--- src/rtl/coeff_block_assembler_pkg.sv ---
// Shared types and constants for the CAVLC coefficient block assembler.
package cavlc_pkg;
  localparam int LEVEL_W = 13;
  localparam int NCOEFF  = 16;

  typedef logic signed [LEVEL_W-1:0] level_t;

  typedef enum logic [1:0] {COLLECT, FLUSH, WAITBANK} asm_state_t;

  // Raster index -> zigzag scan position for a 4x4 block.
  localparam logic [3:0] RASTER2SCAN [NCOEFF] = '{
    4'd0, 4'd1, 4'd5, 4'd6, 4'd2, 4'd4, 4'd7, 4'd12,
    4'd3, 4'd8, 4'd11, 4'd13, 4'd9, 4'd10, 4'd14, 4'd15
  };
endpackage

--- src/rtl/coeff_block_assembler_if.sv ---
// Decoder-side syntax inputs and dequant-side coefficient stream.
interface coeff_block_assembler_if;
  import cavlc_pkg::*;

  level_t     LevelIn;
  logic       LevelWr;
  logic [4:0] TotalCoeff;
  logic [3:0] TotalZeros;
  logic       TotalZerosWr;
  logic [3:0] RunBefore;
  logic       RunWr;
  logic       BlockDone;
  logic       Stall;
  level_t     CoeffOut;
  logic [3:0] CoeffIdx;
  logic       CoeffValid;
  logic       CoeffReady;
  logic       CoeffLast;
  logic       Error;

  modport master (
    output LevelIn, LevelWr, TotalCoeff, TotalZeros, TotalZerosWr,
           RunBefore, RunWr, BlockDone, CoeffReady,
    input  Stall, CoeffOut, CoeffIdx, CoeffValid, CoeffLast, Error
  );

  modport slave (
    input  LevelIn, LevelWr, TotalCoeff, TotalZeros, TotalZerosWr,
           RunBefore, RunWr, BlockDone, CoeffReady,
    output Stall, CoeffOut, CoeffIdx, CoeffValid, CoeffLast, Error
  );
endinterface

--- src/rtl/coeff_block_assembler_bank.sv ---
// 16-entry coefficient bank indexed by scan position; clear zeroes the whole bank in one edge.
module coeff_bank
  import cavlc_pkg::*;
(
  input  logic       Clk,
  input  logic       nReset,
  input  logic       wrEn,
  input  logic [3:0] wrAddr,
  input  level_t     wrData,
  input  logic       clr,
  input  logic [3:0] rdAddr,
  output level_t     rdData
);
  level_t mem [NCOEFF];

  // Clear wins over write; a bank being drained is never the one being filled.
  always_ff @(posedge Clk or negedge nReset) begin
    if (!nReset) begin
      for (int i = 0; i < NCOEFF; i++) mem[i] <= '0;
    end else if (clr) begin
      for (int i = 0; i < NCOEFF; i++) mem[i] <= '0;
    end else if (wrEn) begin
      mem[wrAddr] <= wrData;
    end
  end

  assign rdData = mem[rdAddr];
endmodule

--- src/rtl/coeff_block_assembler.sv ---
// Places CAVLC levels at their scan positions in a ping-pong bank pair and
// streams each finished block out in raster order.
module coeff_block_assembler
  import cavlc_pkg::*;
(
  input logic                    Clk,
  input logic                    nReset,
  coeff_block_assembler_if.slave bus
);
  asm_state_t        state, stateNext;
  level_t            levStore [NCOEFF];
  logic [4:0]        nLev, nLevNext, k, kNext, tcHold;
  logic signed [4:0] pos, posNext;
  logic              posValid, posValidNext;
  logic              wrBank, wrBankNext, rdBank;
  logic [1:0]        full, fullSet, fullClr, fullNext;
  logic              stall, stallNext, error, errSet;
  logic              levWr, tcLatch, bankWr;
  level_t            bankData;
  logic [5:0]        tcTz, posDec;
  logic              anyIn, xfer, lastXfer;
  logic [3:0]        coeffIdx, scanIdx;
  level_t            bankRd [2];

  assign anyIn    = bus.LevelWr | bus.TotalZerosWr | bus.RunWr | bus.BlockDone;
  assign tcTz     = {1'b0, bus.TotalCoeff} + {2'b00, bus.TotalZeros};
  assign posDec   = {pos[4], pos} - {2'b00, bus.RunBefore} - 6'd1;
  assign xfer     = full[rdBank] & bus.CoeffReady;
  assign lastXfer = xfer & (coeffIdx == 4'd15);
  assign fullClr  = lastXfer ? (2'b01 << rdBank) : 2'b00;
  assign bankData = levStore[k[3:0]];

  // Write FSM: next state, bookkeeping updates and bank write strobe.
  always_comb begin
    stateNext    = state;
    nLevNext     = nLev;
    kNext        = k;
    posNext      = pos;
    posValidNext = posValid;
    wrBankNext   = wrBank;
    fullSet      = 2'b00;
    errSet       = stall & anyIn;
    levWr        = 1'b0;
    tcLatch      = 1'b0;
    bankWr       = 1'b0;
    unique case (state)
      COLLECT: if (!stall) begin
        if (bus.LevelWr) begin
          if (nLev == 5'(NCOEFF)) errSet = 1'b1;
          else begin
            levWr    = 1'b1;
            nLevNext = nLev + 5'd1;
          end
        end
        if (bus.TotalZerosWr) begin
          if (tcTz > 6'd16) errSet = 1'b1;
          else begin
            posNext      = 5'(tcTz - 6'd1);
            kNext        = '0;
            posValidNext = 1'b1;
          end
        end
        if (bus.RunWr) begin
          if (k >= nLev || pos[4]) errSet = 1'b1;
          else begin
            bankWr  = 1'b1;
            // Saturate rather than wrap so a later write still sees a negative Pos.
            posNext = (posDec[5] != posDec[4]) ? 5'b10000 : posDec[4:0];
            kNext   = k + 5'd1;
          end
        end
        if (bus.BlockDone) begin
          tcLatch = 1'b1;
          if (!posValid) posNext = 5'(bus.TotalCoeff - 5'd1);
          stateNext = FLUSH;
        end
      end
      FLUSH: begin
        if (k < tcHold) begin
          if (pos[4]) errSet = 1'b1;
          else begin
            bankWr  = 1'b1;
            posNext = pos - 5'sd1;
          end
          kNext = k + 5'd1;
        end
        if ((k + 5'd1) >= tcHold) begin
          fullSet[wrBank] = 1'b1;
          wrBankNext      = ~wrBank;
          nLevNext        = '0;
          kNext           = '0;
          posValidNext    = 1'b0;
          stateNext       = (full[~wrBank] & ~fullClr[~wrBank]) ? WAITBANK : COLLECT;
        end
      end
      WAITBANK: if (!full[wrBank]) stateNext = COLLECT;
      default: stateNext = COLLECT;
    endcase
  end

  assign fullNext  = (full & ~fullClr) | fullSet;
  assign stallNext = (stateNext != COLLECT) | fullNext[wrBankNext];

  // Write-side state register; Stall is registered from next-state values.
  always_ff @(posedge Clk or negedge nReset) begin
    if (!nReset) begin
      state    <= COLLECT;
      nLev     <= '0;
      k        <= '0;
      pos      <= '0;
      posValid <= 1'b0;
      wrBank   <= 1'b0;
      full     <= 2'b00;
      stall    <= 1'b0;
      error    <= 1'b0;
      tcHold   <= '0;
    end else begin
      state    <= stateNext;
      nLev     <= nLevNext;
      k        <= kNext;
      pos      <= posNext;
      posValid <= posValidNext;
      wrBank   <= wrBankNext;
      full     <= fullNext;
      stall    <= stallNext;
      error    <= error | errSet;
      if (tcLatch) tcHold <= bus.TotalCoeff;
    end
  end

  // Level staging, filled in arrival order (highest scan position first).
  always_ff @(posedge Clk or negedge nReset) begin
    if (!nReset) begin
      for (int i = 0; i < NCOEFF; i++) levStore[i] <= '0;
    end else if (levWr) begin
      levStore[nLev[3:0]] <= bus.LevelIn;
    end
  end

  // Read counter: advance per accepted beat, swap banks after the last one.
  always_ff @(posedge Clk or negedge nReset) begin
    if (!nReset) begin
      coeffIdx <= '0;
      rdBank   <= 1'b0;
    end else if (xfer) begin
      coeffIdx <= coeffIdx + 4'd1;
      if (lastXfer) rdBank <= ~rdBank;
    end
  end

  assign scanIdx = RASTER2SCAN[coeffIdx];

  for (genvar b = 0; b < 2; b++) begin : gBank
    coeff_bank uBank (
      .Clk    (Clk),
      .nReset (nReset),
      .wrEn   (bankWr & (wrBank == 1'(b))),
      .wrAddr (pos[3:0]),
      .wrData (bankData),
      .clr    (fullClr[b]),
      .rdAddr (scanIdx),
      .rdData (bankRd[b])
    );
  end

  assign bus.Stall      = stall;
  assign bus.Error      = error;
  assign bus.CoeffValid = full[rdBank];
  assign bus.CoeffIdx   = coeffIdx;
  assign bus.CoeffLast  = full[rdBank] & (coeffIdx == 4'd15);
  assign bus.CoeffOut   = bankRd[rdBank];
endmodule

--- src/flat_wrapper.sv ---
// flat-port wrapper written by rule: the top's interface ports become plain ports
module coeff_block_assembler_flat import cavlc_pkg::*;
  (Clk, nReset, bus_LevelIn, bus_LevelWr, bus_TotalCoeff, bus_TotalZeros, bus_TotalZerosWr, bus_RunBefore, bus_RunWr, bus_BlockDone, bus_CoeffReady, bus_Stall, bus_CoeffOut, bus_CoeffIdx, bus_CoeffValid, bus_CoeffLast, bus_Error);
  coeff_block_assembler_if bus_i ();
  input logic Clk;
  input logic nReset;
  input wire logic [$bits(bus_i.LevelIn)-1:0] bus_LevelIn;
  input wire logic [$bits(bus_i.LevelWr)-1:0] bus_LevelWr;
  input wire logic [$bits(bus_i.TotalCoeff)-1:0] bus_TotalCoeff;
  input wire logic [$bits(bus_i.TotalZeros)-1:0] bus_TotalZeros;
  input wire logic [$bits(bus_i.TotalZerosWr)-1:0] bus_TotalZerosWr;
  input wire logic [$bits(bus_i.RunBefore)-1:0] bus_RunBefore;
  input wire logic [$bits(bus_i.RunWr)-1:0] bus_RunWr;
  input wire logic [$bits(bus_i.BlockDone)-1:0] bus_BlockDone;
  input wire logic [$bits(bus_i.CoeffReady)-1:0] bus_CoeffReady;
  output wire logic [$bits(bus_i.Stall)-1:0] bus_Stall;
  output wire logic [$bits(bus_i.CoeffOut)-1:0] bus_CoeffOut;
  output wire logic [$bits(bus_i.CoeffIdx)-1:0] bus_CoeffIdx;
  output wire logic [$bits(bus_i.CoeffValid)-1:0] bus_CoeffValid;
  output wire logic [$bits(bus_i.CoeffLast)-1:0] bus_CoeffLast;
  output wire logic [$bits(bus_i.Error)-1:0] bus_Error;
  assign bus_i.LevelIn = bus_LevelIn;
  assign bus_i.LevelWr = bus_LevelWr;
  assign bus_i.TotalCoeff = bus_TotalCoeff;
  assign bus_i.TotalZeros = bus_TotalZeros;
  assign bus_i.TotalZerosWr = bus_TotalZerosWr;
  assign bus_i.RunBefore = bus_RunBefore;
  assign bus_i.RunWr = bus_RunWr;
  assign bus_i.BlockDone = bus_BlockDone;
  assign bus_i.CoeffReady = bus_CoeffReady;
  assign bus_Stall = bus_i.Stall;
  assign bus_CoeffOut = bus_i.CoeffOut;
  assign bus_CoeffIdx = bus_i.CoeffIdx;
  assign bus_CoeffValid = bus_i.CoeffValid;
  assign bus_CoeffLast = bus_i.CoeffLast;
  assign bus_Error = bus_i.Error;
  coeff_block_assembler u_core (.Clk(Clk), .nReset(nReset), .bus(bus_i));
endmodule
--- config.mk ---
export PLATFORM = sky130hd
export DESIGN_NAME = coeff_block_assembler_flat
export DESIGN_NICKNAME = d
export VERILOG_FILES = /design/src/rtl/coeff_block_assembler_pkg.sv /design/src/rtl/coeff_block_assembler_if.sv /design/src/rtl/coeff_block_assembler_bank.sv /design/src/rtl/coeff_block_assembler.sv /design/src/flat_wrapper.sv
export SDC_FILE = /design/constraint.sdc
export NUM_CORES = 1
export LEC_CHECK = 0
export BUFFER_PORTS_ARGS = -buffer_cell sky130_fd_sc_hd__buf_2
export CAP_MARGIN = 20
export CORE_ASPECT_RATIO = 0.9
export CORE_MARGIN = 3
export CORE_UTILIZATION = 35
export DETAILED_ROUTE_END_ITERATION = 10
export PLACE_DENSITY = 0.56
export SLEW_MARGIN = 20
export SYNTH_ARGS = -nofsm -noshare
export SYNTH_HDL_FRONTEND = slang
export SYNTH_SLANG_ARGS = --single-unit
--- constraint.sdc ---
create_clock -name Clk -period 3.8 [get_ports Clk]
set_clock_uncertainty 0.05 [all_clocks]
set_input_delay 0.76 -clock Clk [delete_from_list [all_inputs] [get_ports Clk]]
set_output_delay 0.76 -clock Clk [all_outputs]
set_load 0.05 [all_outputs]
* Yosys cells after proc, flatten, opt, wreduce, memory -nomap -nowiden
Memory sizes are Yosys's and may differ from the RTL's.
Index checks and enable logic that the tools add are counted.
** Cells by class
- $add $sub $neg :: 9
- Order comparisons :: 17
- Eq/ne operators :: 14
- Shifts and indexed selects :: 1
- Mux-type cells :: 100
- Bitwise gates (word level) :: 24
- Reductions and logical operators :: 15
** Operators by type and width (number)
- 208-bit 2-to-1 mux :: 4
- 208-bit bitwise mux :: 3
- 13-bit binary-select mux with 4-bit select :: 3
- 13-bit 2-to-1 mux :: 11
- 5-bit 2-to-1 mux :: 21
- 13-bit demux with 4-bit select :: 2
- 1-bit 2-to-1 mux :: 38
- 5-bit case mux with 2 select lines :: 3
- 5-bit greater-or-equal comparator, second input constant :: 5
- 4-bit NOT with 5-bit output :: 5
- 2-bit 2-to-1 mux :: 8
- 2-bit != test, second input constant :: 6
- 5-bit by 1-bit adder with 5-bit output, second input constant :: 2
- 5-bit greater-or-equal comparator :: 2
- 5-bit by 1-bit less-than comparator with 1-bit output, second input constant :: 2
- 5-bit AND reduction :: 2
- 5-bit by 1-bit subtractor with 5-bit output, second input constant :: 2
- 1-bit by 2-bit less-than comparator with 1-bit output, second input constant :: 4
- 4-bit 2-to-1 mux :: 2
- 2-bit nonzero test :: 4
- 1-bit bitwise AND :: 7
- 5-bit by 4-bit adder with 6-bit output :: 1
- 6-bit by 5-bit > comparator with 1-bit output, second input constant :: 1
- 1-bit case mux with 2 select lines :: 3
- 29 further kinds :: 39
** Word-level totals
- Register bits :: 657
- Bits in read-only memories :: 64
- Input port bits :: 33
- Word-level logic and storage cells :: 242
- Memories :: 1
** Memory list
- (name not given) :: words 16, bits a word 4, rd ports 1, clocked after memory_dff 0, wr ports 0, line coeff_block_assembler.sv:151 : assign scanIdx = RASTER2SCAN[coeffIdx];

* Longest topological paths before layout
Gate-level depths: netlist of the first run.
- Depth in word-level cells :: 14
- Depth in mapped cells :: 14

* Cells and area by module
Synthesis of the first run repeated with hierarchy kept, for this count alone.
** Second synthesis, totals
- Cell total of the unflattened synthesis :: 3091
- Area, all modules :: 33875.0 sq um
** By module, submodules not included
- coeff_bank :: times used 2, cells each 1096, area an instance 10607.7 sq um, seq. area each 5205.0 sq um
- coeff_block_assembler :: times used 1, cells each 899, area an instance 12659.6 sq um, seq. area each 6030.8 sq um

* Least setup slack after synthesis of the first run
OpenSTA, ideal clock, no wires.
- Path kind :: reg-to-output
- From :: register u_core.coeffIdx[0] (netlist: u_core.bus.CoeffIdx[0])
- To :: output bus_CoeffOut[0]
- Arrival :: 4.169 ns
- Required time :: 2.990 ns
- Path slack :: -1.179 ns
- Cell stages (with the launch flop) :: 11
- Cell sequence :: dfrtp_1 > inv_1 > ha_1 > o31a_1 > buf_4 > nand2_4 > buf_2 > buf_2 > mux2i_1 > o22ai_1 > nor4_1
** On the way
- Longest elaborated chain between the ends :: 11
- Elaborated cells between the ends (all ways) :: 14
** Ends and longest elaborated chain
- from (decl) :: line coeff_block_assembler.sv:22 : logic [3:0] coeffIdx, scanIdx;
- from (signal assigned) :: line coeff_block_assembler.sv:146 : coeffIdx <= coeffIdx + 4'd1;
- 4-bit NOT with 5-bit output (implied by the code) (*) :: line coeff_block_assembler.sv:151
- memory 16 x 4 bit (*)
- 4-bit 2-to-1 mux (implied by the code) (*) (2 in series) :: line coeff_block_assembler.sv:151
- 4-bit NOT with 5-bit output (implied by the code) (*) :: line coeff_block_assembler_bank.sv:27 : assign rdData = mem[rdAddr];
- 13-bit binary-select mux with 4-bit select :: line coeff_block_assembler_bank.sv:27
- 13-bit 2-to-1 mux (implied by the code) (2 in series) :: line coeff_block_assembler_bank.sv:27
- 13-bit 2-to-1 mux (implied by the code) (*) (3 in series) :: line coeff_block_assembler.sv:171 : assign bus.CoeffOut = bankRd[rdBank];
- to (decl) :: line flat_wrapper.sv:17 : output wire logic [$bits(bus_i.CoeffOut)-1:0] bus_CoeffOut;
Every way passes the cells marked *; elsewhere a longest branch is shown, timed or not. The select of a mux whose other input is x is not followed.

* Final worst setup path of the first run
- From :: register u_core.coeffIdx[1] (netlist: u_core.bus.CoeffIdx[1])
- To :: output bus_CoeffOut[5]
Same word-level chain as after synthesis.

==> flow_summary.yaml, run 1 <==
layout:
  design_area_mm2: 0.0388
  area_growth_pct: 17.3
  drive_gt1_share_pct: 23.7
  nets: 3161
  n_fill_cell: 8949
sta:
  worst_hold_slack_ps: 146
  setup-violations-final: 13
  fin_tns_setup_ps: -5270
  period_share_pct: 112
  drv_slew: 0
  achievable-frequency_ghz: 0.235
  period_needed_ps: 4250
  final_hold_viol_count: 0
  slew_headroom_pct: 38.4
  grt_setup_unrepaired: "yes"
  finalWorstSetupSlack_ps: -449
  worst_slew_pin_slew_ps: 922
logic_synthesis:
  synthCells: 3031
  synth_flop_cell: "dfrtp_1"
  ys_seq_area_share_pct: 49.7
  synth_area_mm2: 0.0331
  syn-num-nets: 3109
  synth_cell_types: 81
  synth_compound_area_share_pct: 11.0
  synth_fa_ha_area_share_pct: 1.75
  synth_top_family_by_area: "multiplexers"
  synth_warnings: 0
  synth_xor_area_share_pct: 0.529
  ys_ff_latch: 657
  ys_async_sr_fraction_pct: 100
  synth.mux.area_fraction_pct: 19.5
  syn-mean-instance-area_um2: 10.9
  post_synth_and_or_nand_nor_area_fraction_pct: 12.8
  synth_edf_count: 0
pwr:
  power.leakage_nw: 18.1
  switching_power_mw: 12.7
  p_total_mw: 31.0
  pwr-share-comb_pct: 51.7
  pwr_density_cell_mw_per_mm2: 800
  p_seq_share_pct: 24.4
  ir_drop_uv: 1370
  clkPwrFrac_pct: 23.8
  switching_share_pct: 40.8
  intPower_mw: 18.4
die:
  io_pins: 54
  die_w_um: 330
  num_rows: 106
  initial_core_util_pct: 35.4
  die_area_mm2: 0.0983
  core_mm2: 0.0934
  die_y_um: 298
cts:
  root_buffer: "clkbuf_16"
  cts.sinks: 657
  cts.clk_slew.worst_paths_ps: 60
  cts_buffers: 71
  cts_tree: "built"
  clk_latency_ps: 620
  postCtsHoldBufs: 0
  cts_buffer_depth: 3
  cts_htree_levels: 3
critical_path:
  crit_path_start: "u_core.bus.CoeffIdx[1]"
  worstPathMaxFanout: 24
  r2r-start: "u_core.k[0]"
  end_kind: "output pin"
  required_ps: 2990
  timing.rr.end: "u_core.bus.Stall"
  crit_end: "bus_CoeffOut[5]"
  path_class: "reg -> out"
  setup.worst_path.start_class: "flop"
  worstPathArrival_ps: 3440
  r2r_slack_ps: 650
  r2r_cells: 12
route:
  avgViaCountPerCell: 5.54
  route.vias.total: 24200
  dr.pass1.iters: 5
  route.detailed.drc: 0
  drtAntennaViolNets: 0
  wl_um: 99200
  routedWlPerCell_um: 22.7
  drtIter0Drc: 1916
global_routing:
  grt_max_degree: 105
  grt_overflow: 0
  grt_use_total_pct: 20.0
  grt_pass1_wl_um: 153000
  antenna_found_initial: 0
  grt_pass1_vias: 23700
hold_path:
  holdCritPathClass: "in -> async"
job:
  cap_viol_max_count: 0
place:
  gp_routability_congestion: 0.817
  post_dp_cell_area_mm2: 0.0355
  dp_hpwl_um: 61600
  io_buffers: 53
outcome:
  failed_checks: "setup timing"
  status: "complete, but fails checks"
## cells by family (layout without fill, tap and decap cells)
family,Yosys count,in the layout
muxes,532,532
DFF,657,657
adders and majority gates,45,45
xor gates and xnor gates,20,20
AOI/OAI and AO/OA,561,561
buffers and inverters,292,396
other,0,1
and+or+nand+nor,924,924
## metrics by stage
| step | cells | util (%) | worst slack (ps) |
|---|---|---|---|
| final | 4378 | 41.6 | -449 |
| after global routing | 4377 | 41.6 | -588 |
| after CTS | 4360 | 41.1 | -478 |
| after detailed placement | 4214 | 38.0 | 49.8 |
| after global placement | 4214 | 37.9 | 63.3 |
| after floorplan | 3031 | - | 17.3 |
## power by group through the flow
stage	logic (mW)	registers (mW)	clock network [mW]
3_3_place_gp	13.9	7.69	0
5_1_grt	16.8	7.62	7.84
4_1_cts	15.2	7.58	7.54
6_report	16.1	7.59	7.39
2_1_floorplan	8.33	7.69	0
3_5_place_dp	14.0	7.70	0
## how the worst min path moves through the flow
stage               slack, ps  cells past startpoint                           start                             end
floorplan                 400                      2                u_core.tcHold[1]                u_core.tcHold[1]
global placement          420                      2                u_core.tcHold[1]                u_core.tcHold[1]
detailed placement        430                      2  u_core.gBank[1].uBank.mem[156]  u_core.gBank[1].uBank.mem[156]
CTS                       180                      1                          nReset  u_core.gBank[1].uBank.mem[166]
global route              200                      1                          nReset  u_core.gBank[1].uBank.mem[198]
finish                    150                      1                          nReset  u_core.gBank[1].uBank.mem[175]
## synthesized netlist by cell type, drive strengths merged (6+ instances only)
cell type / instances / area, um2
dfrtp: 657 / 16400
nand2: 414 / 1590
nand3: 269 / 1350
mux2i: 250 / 2500
o21ai: 225 / 1130
mux2: 217 / 2440
buf: 167 / 1090
a21oi: 136 / 681
nor2: 116 / 435
clkbuf: 92 / 345
mux4: 65 / 1500
a211oi: 57 / 443
and3: 54 / 338
ha: 43 / 538
o2111ai: 34 / 463
inv: 31 / 116
o22ai: 26 / 163
nor4: 14 / 144
xnor2: 14 / 123
nand4: 13 / 81.3
o41a: 12 / 135
o2111a: 11 / 124
nor2b: 10 / 62.6
a21o: 8 / 60.1
nor3: 8 / 51.3
o211ai: 7 / 52.6
xor2: 6 / 52.6
## registers in the layout, indices dropped and copies added (netlist names)
signal,cells
u_core.gBank.uBank.mem,416
u_core.levStore,208
u_core.k,5
u_core.nLev,5
u_core.pos,5
u_core.tcHold,5
u_core.bus.CoeffIdx,4
u_core.full,2
u_core.state,2
u_core.bus.Error,1
u_core.bus.Stall,1
u_core.posValid,1
u_core.rdBank,1
u_core.wrBank,1
## placed cells by master (no fill, tap or decap), types with 18 or more instances in the layout
cell type	count
dfrtp_1	652
nand2_1	400
nand3_1	261
mux2i_1	242
o21ai_0	218
mux2_2	217
a21oi_1	135
buf_4	119
nor2_1	114
clkbuf_16	77
mux4_2	55
a211oi_1	54
and3_1	51
buf_12	50
ha_1	40
buf_2	39
inv_1	27
buf_6	20
o22ai_1	19
o2111ai_2	18
## worst max-delay path, cell delays in order (launching register included)
cell and delay [ps]:
dfrtp_2 380, buf_6 130, ha_4 150, or3b_4 390, o211ai_1 160, clkbuf_16 220
buf_12 130, buf_12 160, nand2_2 60, nand3_1 70, nand4_1 320, nor4_4 450
buf_12 190
## per-layer routing
metal	track usage [%]	vias up	part of all wire (%)
li1	-	11000	-
met4	4.89	0	2.2
met3	3.35	120	5.2
met2	31.1	639	46
met5	0	-	0
met1	29.0	12500	46
## area by class of cell
| class | count | area, um2 | share of cell area [%] |
|---|---|---|---|
| diodes | 1 | 2.50 | 0.00645 |
| repair buffers | 240 | 2620 | 6.75 |
| clock inverters | 26 | 397 | 1.02 |
| clock buffers | 99 | 2050 | 5.29 |
| inverters | 31 | 116 | 0.300 |
| flip-flops and latches | 657 | 16400 | 42.4 |
| well taps | 1242 | 1550 | 4.00 |
| multi-input cells | 2082 | 15600 | 40.2 |
## what timing repair did
action | CTS | global route
endpoints found under the setup margin | 13 | 13
gates cloned | 5 | 3
buffers inserted | 16 | 13
gates resized for setup | 35 | 43
pin swaps | 18 | 24
Note: power is estimated with default switching activity, not from simulation.
==> run 2, diff against run 1 <==
- ABC_AREA: unset -> 1
==> run 2 against run 1 <==
The run still ends with setup timing left. First-iteration DRC count increased by 72%. Critical path depth increased by 3. Via count increased by 28%. Synthesized cell count increased by 44%. Combinational power increased by 43%. Worst hold slack got worse by 84 ps. Critical path type unchanged. Largest cell class unchanged. Highest routed layer is now met5.
==> flow_summary.yaml, run 2 <==
critical_path:
  setup.worst_path.start_class: "flop"
  end_kind: "output pin"
  worstPathArrival_ps: 3280
  path_class: "reg -> out"
  timing.rr.end: "u_core.gBank[0].uBank.mem[165]"
  required_ps: 2990
  r2r-start: "u_core.k[0]"
  r2r_slack_ps: 610
  worstPathMaxFanout: 8
  r2r_cells: 15
pwr:
  pwr_density_cell_mw_per_mm2: 1040
  ir_drop_uv: 681
  power.leakage_nw: 18.3
global_routing:
  grt_use_total_pct: 23.7
  grt_pass1_vias: 29600
  grt_pass1_wl_um: 186000
  antenna_found_initial: 2
  grt_max_degree: 118
  grt_overflow: 0
logic_synthesis:
  synth_commonest_cells: "nand2_1 (866), dfrtp_1 (657), nand3_1 (601), o21ai_0 (601), inv_1 (446)"
  synth_fa_ha_area_share_pct: 1.70
  syn-num-nets: 4453
  ys_ff_latch: 657
  synth_top_area_cell: "dfrtp_1"
  synth.mux.area_fraction_pct: 0.0295
  synthCells: 4375
  ys_seq_area_share_pct: 48.4
  synth_area_mm2: 0.0340
  synth_top_family_by_area: "simple AND/OR/NAND/NOR gates"
  synth_top_area_share_pct: 48.4
  synth_most_common_cell: "nand2_1"
  synth_edf_count: 0
  ys_top_cells_by_area: "dfrtp_1 (48%), nand2_1 (9.6%), nand3_1 (8.9%)"
  synth_flop_cell: "dfrtp_1"
  synth_cell_types: 40
  synth_compound_area_share_pct: 15.5
  ys_async_sr_fraction_pct: 100
  synth_warnings: 0
  syn-mean-instance-area_um2: 7.77
  post_synth_and_or_nand_nor_area_fraction_pct: 24.2
  synth_xor_area_share_pct: 0.412
cts:
  cts_tree: "built"
  clk_latency_ps: 650
  cts.clk_slew.worst_paths_ps: 50
  cts.sinks: 657
  cts_buffer_depth: 3
  root_buffer: "clkbuf_16"
  cts_htree_levels: 3
  cts_buffers: 77
outcome:
  failed_checks: "setup timing"
  status: "complete, but fails checks"
place:
  io_buffers: 53
  dp_hpwl_um: 74800
  dp_slack_ps: -53.1
  post_dp_cell_area_mm2: 0.0358
  gp_routability_congestion: 0.890
sta:
  worst_hold_slack_ps: 62.5
  finalWorstSetupSlack_ps: -294
  worst_slew_pin_slew_ps: 727
  setup-violations-final: 13
  grt_setup_unrepaired: "yes"
  slew_headroom_pct: 51.4
  achievable-frequency_ghz: 0.244
  period_share_pct: 108
  drv_slew: 0
  final_hold_viol_count: 0
  period_needed_ps: 4090
  fin_tns_setup_ps: -2980
layout:
  mostFrequentLayoutCell: "nand2_1"
  final_cell_mix: "nand2_1 (850), dfrtp_1 (654), o21ai_0 (601), nand3_1 (565), inv_1 (443)"
  top_register: "u_core.gBank.uBank.mem"
  nets: 4431
  postLayoutCoreUtil_pct: 41.3
  largestRegisters: "u_core.gBank.uBank.mem: 416 flops, u_core.levStore: 208 flops"
  area_growth_pct: 15.9
  design_area_mm2: 0.0394
  diodes: 0
  n_fill_cell: 9693
  largest_reg_flops: 416
  drive_gt1_share_pct: 10.8
die:
  initial_core_util_pct: 35.6
  die_y_um: 302
  die_w_um: 334
  num_rows: 107
  io_pins: 54
  die_area_mm2: 0.101
  core_mm2: 0.0955
job:
  cap_viol_max_count: 0
route:
  avgViaCountPerCell: 5.48
  wl_met1_um: 54200
  route.vias.total: 31100
  drtIter0Drc: 3292
  wl_um: 120000
  route.detailed.drc: 0
  dr.pass1.iters: 6
  wl_met3_um: 10300
  drtAntennaViolNets: 0
  dr_wl_met2_um: 51600
  routedWlPerCell_um: 21.2
  topRoutingLayerUsed: "met5"
hold_path:
  holdCritPathClass: "in -> async"
==> run 2: final cells by class <==
| class | count | area (um2) | area share [%] |
|---|---|---|---|
| clock buffer | 115 | 2280 | 5.79 |
| clock inverter | 23 | 292 | 0.740 |
| inverter | 469 | 1780 | 4.52 |
| multi-input combinational | 2920 | 14600 | 37.0 |
| sequential | 657 | 16400 | 41.8 |
| tap | 1253 | 1570 | 3.98 |
| timing repair buffer | 228 | 2450 | 6.22 |
==> run 2: logic make-up after synthesis <==
group                    Yosys count
AND/OR/NAND/NOR                 1910
AO/OA/AOI/OAI                    947
buffers and inverters            799
flip-flops                       657
adder cells (fa/ha/maj)           45
XOR/XNOR                          16
multiplexers                       1
==> run 2: metal layers <==
layer  track usage (%)  up-vias
met4              8.24        2
met3              5.49      215
met2              35.1     1233
li1                  -    14400
met1              34.0    15200
met5             0.387        -
==> run 2: how the worst max path moves through the flow <==
stage                      startpoint                to  cells past startpoint
6_report       u_core.bus.CoeffIdx[1]   bus_CoeffOut[9]                     15
5_1_grt        u_core.bus.CoeffIdx[1]   bus_CoeffOut[6]                     15
3_5_place_dp   u_core.bus.CoeffIdx[0]  bus_CoeffOut[12]                     16
4_1_cts        u_core.bus.CoeffIdx[1]   bus_CoeffOut[7]                     15
3_3_place_gp   u_core.bus.CoeffIdx[0]   bus_CoeffOut[7]                     16
2_1_floorplan  u_core.bus.CoeffIdx[0]  bus_CoeffOut[10]                     15
==> run 2: power by group <==
part	internal (mW)	total [mW]	switching, mW
registers	9.33	10.4	1.06
logic	7.53	23.1	15.6
clock network	4.45	7.62	3.17
==> run 2: repair_timing <==
item,CTS,global route
resized for setup,117,10
setup buffers,16,3
setup endpoints to repair,13,13
gates cloned,13,0
hold buffers,0,0
pin swaps,54,15
==> run 2: worst max-delay path, stage by stage (launching register included) <==
cell,delay (ps)
dfrtp_1,380
inv_2,90
ha_4,220
inv_6,70
nor2_4,40
a31oi_4,220
nand2_8,150
buf_16,210
buf_16,160
o211ai_1,420
nand3_1,160
nand3_2,110
nand2_1,60
nand2_1,70
nand2_2,90
buf_8,160
==> run 2: per-stage QoR <==
stage                     total power [mW]  instances
final                                 41.1       5665
after global placement                30.1       5495
after detailed placement              30.2       5495
after global routing                  43.4       5665
after floorplan                       22.5       4375
after CTS                             40.6       5662
